**src/rtl/bcd_display_scan.sv**
```systemverilog
// Four-digit multiplexed seven-segment driver for BCD digits.
// Loads land in a shadow register and become visible only at a frame boundary.
module bcd_display_scan #(
    parameter int unsigned REFRESH_DIV  = 50000,
    parameter bit          COMMON_ANODE = 1'b1
) (
    input  logic       clk,
    input  logic       rst_n,
    input  logic       load,
    input  logic [3:0] thousands,
    input  logic [3:0] hundreds,
    input  logic [3:0] tens,
    input  logic [3:0] ones,
    input  logic       blank_lz,
    input  logic       en,
    output logic [6:0] seg,
    output logic [3:0] an,
    output logic       frame_start
);

    localparam int unsigned   PW       = (REFRESH_DIV > 2) ? $clog2(REFRESH_DIV) : 1;
    localparam logic [PW-1:0] PCNT_MAX = PW'(REFRESH_DIV - 1);
    localparam logic [PW-1:0] PCNT_ONE = PW'(1'b1);
    localparam logic [6:0]    SEG_OFF  = {7{COMMON_ANODE}};
    localparam logic [3:0]    AN_OFF   = {4{COMMON_ANODE}};

    // Logical active-high segment pattern {g,f,e,d,c,b,a}; non-BCD shows a dash.
    function automatic logic [6:0] seg_decode(input logic [3:0] digit);
        logic [6:0] pattern;
        case (digit)
            4'd0:    pattern = 7'h3F;
            4'd1:    pattern = 7'h06;
            4'd2:    pattern = 7'h5B;
            4'd3:    pattern = 7'h4F;
            4'd4:    pattern = 7'h66;
            4'd5:    pattern = 7'h6D;
            4'd6:    pattern = 7'h7D;
            4'd7:    pattern = 7'h07;
            4'd8:    pattern = 7'h7F;
            4'd9:    pattern = 7'h6F;
            default: pattern = 7'h40;
        endcase
        return pattern;
    endfunction

    logic [PW-1:0] r_pcnt;
    logic [1:0]    r_idx;
    logic [15:0]   r_shadow;
    logic [15:0]   r_visible;
    logic          r_pending;
    logic          r_frame_start;
    logic [6:0]    r_seg;
    logic [3:0]    r_an;

    logic          w_tc;
    logic          w_boundary;
    logic [15:0]   w_load_digits;
    logic [PW-1:0] w_pcnt_nxt;
    logic [1:0]    w_idx_nxt;
    logic [15:0]   w_shadow_nxt;
    logic [15:0]   w_visible_nxt;
    logic          w_pending_nxt;
    logic [3:0]    w_digit;
    logic          w_lead_zero;
    logic [6:0]    w_seg_log;
    logic [3:0]    w_an_log;
    logic          w_z3;
    logic          w_z2;
    logic          w_z1;

    assign w_tc          = (r_pcnt == PCNT_MAX);
    assign w_boundary    = w_tc && (r_idx == 2'd0);
    assign w_load_digits = {thousands, hundreds, tens, ones};

    assign w_z3 = (r_visible[15:12] == 4'd0);
    assign w_z2 = w_z3 && (r_visible[11:8] == 4'd0);
    assign w_z1 = w_z2 && (r_visible[7:4] == 4'd0);

    // Prescaler and scan index; index wraps 0 -> 3 on its own two-bit underflow.
    always_comb begin
        w_pcnt_nxt = r_pcnt;
        w_idx_nxt  = r_idx;
        if (w_tc) begin
            w_pcnt_nxt = {PW{1'b0}};
            w_idx_nxt  = r_idx - 2'd1;
        end else begin
            w_pcnt_nxt = r_pcnt + PCNT_ONE;
            w_idx_nxt  = r_idx;
        end
    end

    // Shadow/visible commit: a load on the boundary bypasses the shadow.
    always_comb begin
        w_shadow_nxt  = r_shadow;
        w_visible_nxt = r_visible;
        w_pending_nxt = r_pending;
        if (load) begin
            w_shadow_nxt = w_load_digits;
        end else begin
            w_shadow_nxt = r_shadow;
        end
        if (w_boundary && load) begin
            w_visible_nxt = w_load_digits;
            w_pending_nxt = 1'b0;
        end else if (w_boundary && r_pending) begin
            w_visible_nxt = r_shadow;
            w_pending_nxt = 1'b0;
        end else if (load) begin
            w_pending_nxt = 1'b1;
        end else begin
            w_pending_nxt = r_pending;
        end
    end

    // Select the digit under scan and whether it is a leading zero.
    always_comb begin
        w_digit     = r_visible[3:0];
        w_lead_zero = 1'b0;
        case (r_idx)
            2'd3: begin
                w_digit     = r_visible[15:12];
                w_lead_zero = w_z3;
            end
            2'd2: begin
                w_digit     = r_visible[11:8];
                w_lead_zero = w_z2;
            end
            2'd1: begin
                w_digit     = r_visible[7:4];
                w_lead_zero = w_z1;
            end
            default: begin
                w_digit     = r_visible[3:0];
                w_lead_zero = 1'b0;
            end
        endcase
    end

    // Logical segment/anode values; a blanked digit keeps its anode lit.
    always_comb begin
        w_seg_log = 7'h00;
        w_an_log  = 4'h0;
        if (blank_lz && w_lead_zero) begin
            w_seg_log = 7'h00;
        end else begin
            w_seg_log = seg_decode(w_digit);
        end
        if (en) begin
            w_an_log = 4'b0001 << r_idx;
        end else begin
            w_an_log = 4'h0;
        end
    end

    // Scan, digit storage and registered display outputs.
    always_ff @(posedge clk or negedge rst_n) begin
        if (!rst_n) begin
            r_pcnt        <= {PW{1'b0}};
            r_idx         <= 2'd3;
            r_shadow      <= 16'h0000;
            r_visible     <= 16'h0000;
            r_pending     <= 1'b0;
            r_frame_start <= 1'b0;
            r_seg         <= SEG_OFF;
            r_an          <= AN_OFF;
        end else begin
            r_pcnt        <= w_pcnt_nxt;
            r_idx         <= w_idx_nxt;
            r_shadow      <= w_shadow_nxt;
            r_visible     <= w_visible_nxt;
            r_pending     <= w_pending_nxt;
            r_frame_start <= w_boundary;
            r_seg         <= w_seg_log ^ SEG_OFF;
            r_an          <= w_an_log ^ AN_OFF;
        end
    end

    assign seg         = r_seg;
    assign an          = r_an;
    assign frame_start = r_frame_start;

endmodule
```
**config.mk**
```make
export PLATFORM = sky130hd
export DESIGN_NAME = bcd_display_scan
export DESIGN_NICKNAME = d
export VERILOG_FILES = /design/src/rtl/bcd_display_scan.sv
export SDC_FILE = /design/constraint.sdc
export NUM_CORES = 1
export LEC_CHECK = 0
export CORE_MARGIN = 4
export CORE_UTILIZATION = 56
export CTS_BUF_LIST = sky130_fd_sc_hd__clkbuf_16
export CTS_CLUSTER_SIZE = 25
export DETAILED_ROUTE_END_ITERATION = 16
export PLACE_DENSITY_LB_ADDON = 0.12
export SETUP_SLACK_MARGIN = 0.5
export SLEW_MARGIN = 20
export SYNTH_ARGS = -nofsm -noshare
export SYNTH_HDL_FRONTEND = slang
export SYNTH_SLANG_ARGS = --single-unit
```
**constraint.sdc**
```tcl
create_clock -name clk -period 3.2 [get_ports clk]
set_input_delay 0.64 -clock clk [delete_from_list [all_inputs] [get_ports clk]]
set_output_delay 0.64 -clock clk [all_outputs]
set_load 0.05 [all_outputs]
```
==> reports/metrics.cfg, run 1 <==
[critical_path]
crit_type = reg2reg
crit_cells = 8
crit_slowest_cell = dfstp_2
crit_chain = inv_1, ha_1, mux2i_1, inv_1, ha_1, a211o_1, o211a_1, o21ai_0
r2r_start = r_idx[0]$_DFFE_PN1N_
slowest_delay_ns = 0.54
cp_max_fo = 8
crit_family = adder cells
crit_required_ns = 3.45
path_buf_inv = 2
worstRegToRegCells = 8
cp-end-kind = register
worstPathArrival_ns = 2.71
rrSetupSlack_ns = 0.74
r2r_end = seg[4]$_DFF_PN1_
worst_setup_path_start_kind = register
cp-startpoint = r_idx[0]$_DFFE_PN1N_
crit_end = seg[4]$_DFF_PN1_

[clocking]
cts_hold_buf = 0
path_clk_slew_ns = 0.05
clockBufferDepth = 2
clockRootBuffer = clkbuf_16
post-cts-setup-buffers = 0
cts.sinks = 63
ctsResizeCount = 0
cts_buffers = 9
insertion_delay_ns = 0.33
cts_tree = built
cts_max_level = 3

[grt]
grtUsageTotal_pct = 20.6
grt_max_degree = 43
antenna_found_initial = 0
overflow = 0
grt_pass1_vias = 2301
grt_pass1_wl_mm = 11.2

[floorplan]
die_area_um2 = 6870
dieWidth_um = 82.9
io_pins = 33
die_h_um = 82.9
initial_core_util_pct = 57.4
core.rowCount = 27
core_area_um2 = 5470

[power]
p_int_mw = 1.54
combPwrFrac_pct = 4.5
leakage_nw = 1.69
clkPwrFrac_pct = 53.0
share_seq_of_total_power_pct = 42.5
cellPowerDensity_nw_per_um2 = 510
total_power_mw = 1.95
power.switching_mw = 0.404
ir_worst_vdd_mv = 0.358
p_sw_share_pct = 20.7

[detailed_routing]
antenna_left = 0
routed_wl_mm = 6.65
firstDrtPassIters = 5
wl_per_cell_um = 17.0
route.vias.total = 2266
drtIter0Drc = 231
drc = 0
drt-vias-per-instance = 5.80

[yosys]
ys_types = 46
yosysWarnings = 0
synth_ff_type = dfrtp_1
syn_avg_cell_area_um2 = 11.2
synth-edff-count = 0
synth_seq_cells = 63
synthArstFlopShare_pct = 100
yosysSeqAreaShare_pct = 50.7
syn_area_um2 = 3140
syn_nets = 313
postSynthCellCount = 281

[job]
cap_violations = 0

[cells_and_area]
final_area_um2 = 3820
drive_gt1_share_pct = 15.4
area_growth_pct = 21.5
antenna_cells = 0
fin_nets = 346

[sta]
finalSetupTns_ns = 0
skew_ns = 0.00635
slew_headroom_pct = 62.5
period_minus_slack_ns = 2.46
hold_viol_final = 0
layout_setup_ws_ns = 0.738
fin_hold_ws_ns = 0.291
tightest_slew_ns = 0.548
fin_crit_sh_pct = 76.9
setup_violations = 0
slew_violations = 0
fmax_mhz = 406
rsz0062_at_grt = no

[placement]
place_area_um2 = 3500
pre_cts_ws_ns = 0.753
dp_hpwl_mm = 4.45
place.gp.congestion = 0.879
io_buffer_count = 32

[min_path]
hold_path.class = in2async

[status]
outcome = finished clean

-- per-layer routing --
metal	wire [um]	up-vias	GRT usage [%]	share of wire [%]
met3	377	12	6.35	5.7
met2	3210	75	32.4	48
met5	0	-	0	0
met4	118	0	8.77	1.8
met1	2950	1099	26.5	44
li1	-	1080	-	-
-- worst register-to-register path: cells and delay by family, from the launching register on --
family	cells	cell delay [ns]
AO/OA/AOI/OAI	3	0.52
adder cells (fa/ha/maj)	2	0.55
flip-flops	1	0.54
buffers and inverters	2	0.28
multiplexers	1	0.49
-- how the worst min path moves through the flow --
stage                                        from                      end  slack, ns  cells past startpoint
after floorplan                             rst_n    frame_start$_DFF_PN0_       0.34                      0
after global placement    r_shadow[4]$_DFFE_PN0P_  r_shadow[4]$_DFFE_PN0P_       0.46                      2
after detailed placement  r_shadow[2]$_DFFE_PN0P_  r_shadow[2]$_DFFE_PN0P_       0.46                      2
after CTS                                   rst_n      r_pcnt[5]$_DFF_PN0_       0.29                      1
after global routing                        rst_n      r_pcnt[5]$_DFF_PN0_       0.32                      1
final                                       rst_n  r_shadow[1]$_DFFE_PN0P_       0.29                      1
-- metrics by stage --
step                      cells  util [%]
after detailed placement    375      63.9
after global routing        391      69.8
after floorplan             281         -
after global placement      375      63.9
final                       391      69.8
after CTS                   391      69.8
-- cell type report --
type / count / area (um2)
Clock inverter: 7 / 97.6
Inverter: 14 / 52.6
Sequential cell: 63 / 1590
Tap cell: 72 / 90.1
Fill cell: 410 / 1650
Clock buffer: 9 / 225
Timing Repair Buffer: 34 / 330
Multi-Input combinational cell: 192 / 1430
-- layout by cell type (no fill, tap or decap), types with 3 or more instances in the layout --
cell type,n
clkinv_4,3
clkdlybuf4s50_1,31
o21ai_0,6
nor4_1,3
inv_1,14
mux2i_1,5
nand3_1,5
nand2b_1,22
xnor2_1,7
a32oi_1,3
a222oi_1,3
nor2_1,14
xor2_1,5
a21oi_1,5
clkbuf_16,9
mux2_4,5
nand4_1,3
nand2_1,36
o32ai_1,11
or3_1,3
mux2_2,8
ha_1,11
dfstp_2,13
dfrtp_1,50
a221o_1,11
-- cells in the mapped netlist (2+ instances only) --
library cell   n  area [um2]
a211o_1        2        17.5
inv_1         14        52.6
nor2b_1        2        12.5
o21ai_0        6        30.0
mux2_4         5        75.1
and4_1         2        17.5
nand3_1        5        25.0
nand2b_1      22         138
xor2_1         5        43.8
xnor2_1        7        61.3
nor3b_1        2        15.0
or3_1          3        18.8
buf_2          2        10.0
nor4_1         3        18.8
nor2_1        14        52.6
nor3_1         2        10.0
clkbuf_1       7        26.3
mux2i_1        5        50.1
a21oi_1        5        25.0
ha_1          11         138
nand4_1        3        18.8
a222oi_1       3        30.0
mux2_2         8        90.1
nand2_1       36         135
and4bb_1       2        25.0
dfrtp_1       50        1250
a32oi_1        3        26.3
buf_6          2        22.5
o32ai_1       11        96.3
a221o_1       11         110
dfstp_2       13         342
-- power groups by stage --
stage	clock network, mW	logic [mW]	registers (mW)
2_1_floorplan	0	0.0347	0.841
3_3_place_gp	0	0.0865	0.840
3_5_place_dp	0	0.0885	0.841
4_1_cts	1.05	0.0892	0.828
5_1_grt	1.09	0.0976	0.830
6_report	1.03	0.0879	0.828
-- registers in the layout (all words and copies together) (netlist names) --
register / cells
frame_start: 1
r_visible: 16
seg: 7
an: 4
r_shadow: 16
r_pcnt: 16
r_pending: 1
r_idx: 2
-- kinds of logic (layout without fill, tap and decap cells) --
kind of cell | Yosys count | in the layout | share of synthesized area [%]
compound gates | 47 | 47 | 12.3
mux | 18 | 18 | 6.85
simple gates | 104 | 104 | 18.6
xor+xnor | 12 | 12 | 3.35
buf+inv | 26 | 64 | 3.78
flops | 63 | 63 | 50.7
fa+ha+maj | 11 | 11 | 4.38
Power figures use the tool's default switching activity.
==> inputs of run 2 (changes only) <==
Clock period 3.2 ns to 2.45 ns, I/O delays scaled along.
==> run 2 against run 1 <==
Compared with the run above:
- clock power up 49%
- critical path depth up 1
- clock skew down 0.0016 ns
- register-to-register slack worse by 0.41 ns
- wire length up 7.2%
- core utilization up 5.0 points
- critical path type unchanged
- largest cell class unchanged
- largest power group unchanged
- sequential power up 30%
==> reports/metrics.cfg, run 2 (same netlist as run 1, synthesis figures left out) <==
[power]
leakage_nw = 1.83
ir_worst_vdd_mv = 0.466
cellPowerDensity_nw_per_um2 = 668
total_power_mw = 2.73

[sta]
tightest_slew_ns = 0.467
slew_violations = 0
fin_hold_ws_ns = 0.0921
fin_crit_sh_pct = 86.7
skew_ns = 0.00470
slew_headroom_pct = 68.0
hold_viol_final = 0
setup_violations = 0
finalSetupTns_ns = 0
period_minus_slack_ns = 2.12
fmax_mhz = 471
rsz0062_at_grt = yes

[cells_and_area]
final_cell_mix = 50 x dfrtp_1, 34 x nand2_1, 22 x nand2b_1, 20 x clkdlybuf4s50_1
layout_commonest_cell = dfrtp_1
drive_gt1_share_pct = 25.7
fin_nets = 362
reg_top3 = r_pcnt x16, r_shadow x16, r_visible x16
area_growth_pct = 30.3
antenna_cells = 0
final_area_um2 = 4090

[placement]
place.gp.congestion = 0.904
io_buffer_count = 32
dp_hpwl_mm = 4.64
place_area_um2 = 3580

[detailed_routing]
drtIter0Drc = 111
wl_per_cell_um = 17.5
firstDrtPassIters = 4
routed_wl_mm = 7.13
drc = 0
drt-vias-per-instance = 5.79
antenna_left = 0
route.vias.total = 2358

[floorplan]
io_pins = 33
core_area_um2 = 5470
initial_core_util_pct = 57.4
dieWidth_um = 82.9
die_h_um = 82.9
die_area_um2 = 6870
core.rowCount = 27

[clocking]
insertion_delay_ns = 0.33
cts_tree = built
cts.sinks = 63
cts_buffers = 9
cts_hold_buf = 0
clockBufferDepth = 2
cts_max_level = 3
clockRootBuffer = clkbuf_16
path_clk_slew_ns = 0.05

[status]
outcome = finished clean

[critical_path]
cp-end-kind = register
crit_type = reg2reg
cp_max_fo = 6
worstPathArrival_ns = 2.38
worst_setup_path_start_kind = register
crit_required_ns = 2.71

[grt]
grt_pass1_wl_mm = 11.8
grt_max_degree = 46
grt_pass1_vias = 2458
overflow = 0
antenna_found_initial = 0
grtUsageTotal_pct = 21.3

[min_path]
hold_path.class = in2async

[job]
cap_violations = 0

## run 2: changes by cell type in the layout (fill, tap and decap cells not counted), moves of 5 or more
cell / previous run / this run
dlygate4sd2_1: 0 / 11
inv_2: 0 / 5
clkdlybuf4s50_1: 31 / 20
buf_4: 2 / 14
ha_1: 11 / 4
inv_1: 14 / 9
ha_4: 0 / 5
## run 2: layer usage
metal / track usage (%) / up-vias / share of wire, %
met5: 0 / - / 0
met4: 10.1 / 0 / 2.7
met3: 3.47 / 15 / 4.5
met2: 34.8 / 62 / 49
met1: 27.7 / 1165 / 44
li1: - / 1116 / -
## run 2: power breakdown
group	total, mW	switching [mW]	leakage, nW	internal (mW)
logic	0.118	0.0591	0.865	0.0585
clock network	1.53	0.444	0.179	1.09
registers	1.08	0.0108	0.780	1.07
## run 2: cell type report
cell class | count | area, um2
sequential | 63 | 1590
multi-input combinational | 193 | 1550
inverter | 14 | 52.6
tap | 72 | 90.1
fill | 374 | 1380
clock buffer | 9 | 225
timing repair buffer | 49 | 449
clock inverter | 7 | 135
## run 2: worst paths after layout
| path | startpoint | to | slack [ns] | cells after the start |
|---|---|---|---|---|
| worst max-delay path | r_idx[1]$_DFFE_PN1N_ | seg[4]$_DFF_PN1_ | 0.33 | 9 |
| worst min-delay path | rst_n | r_pcnt[10]$_DFF_PN0_ | 0.09 | 1 |
| worst max register to register | r_idx[1]$_DFFE_PN1N_ | seg[4]$_DFF_PN1_ | 0.33 | 9 |
| worst min register to register | r_shadow[2]$_DFFE_PN0P_ | r_shadow[2]$_DFFE_PN0P_ | 0.47 | 2 |
| max in group asynchronous | rst_n | r_idx[0]$_DFFE_PN1N_ | 1.73 | 2 |
| min in group clk | r_shadow[2]$_DFFE_PN0P_ | r_shadow[2]$_DFFE_PN0P_ | 0.47 | 2 |
## run 2: stage by stage
stage | cells | utilization, % | setup WS (ns)
floorplan | 281 | - | 0.476
global placement | 378 | 65.4 | 0.366
detailed placement | 378 | 65.4 | 0.325
CTS | 403 | 73.6 | 0.355
global route | 407 | 74.8 | 0.237
finish | 407 | 74.8 | 0.325
## run 2: worst max-delay path, stage by stage, from the launching register on
cell	delay (ns)
dfstp_2	0.56
buf_4	0.12
ha_4	0.15
a222oi_1	0.12
mux2i_4	0.31
inv_2	0.11
ha_4	0.17
a211o_1	0.26
o211a_1	0.12
o21ai_2	0.12
## run 2: timing repair
action	in CTS	in global routing
setup buffers	9	3
cloned	0	1
pin swaps	4	4
endpoints found under the setup margin	34	18
resized for setup	22	8
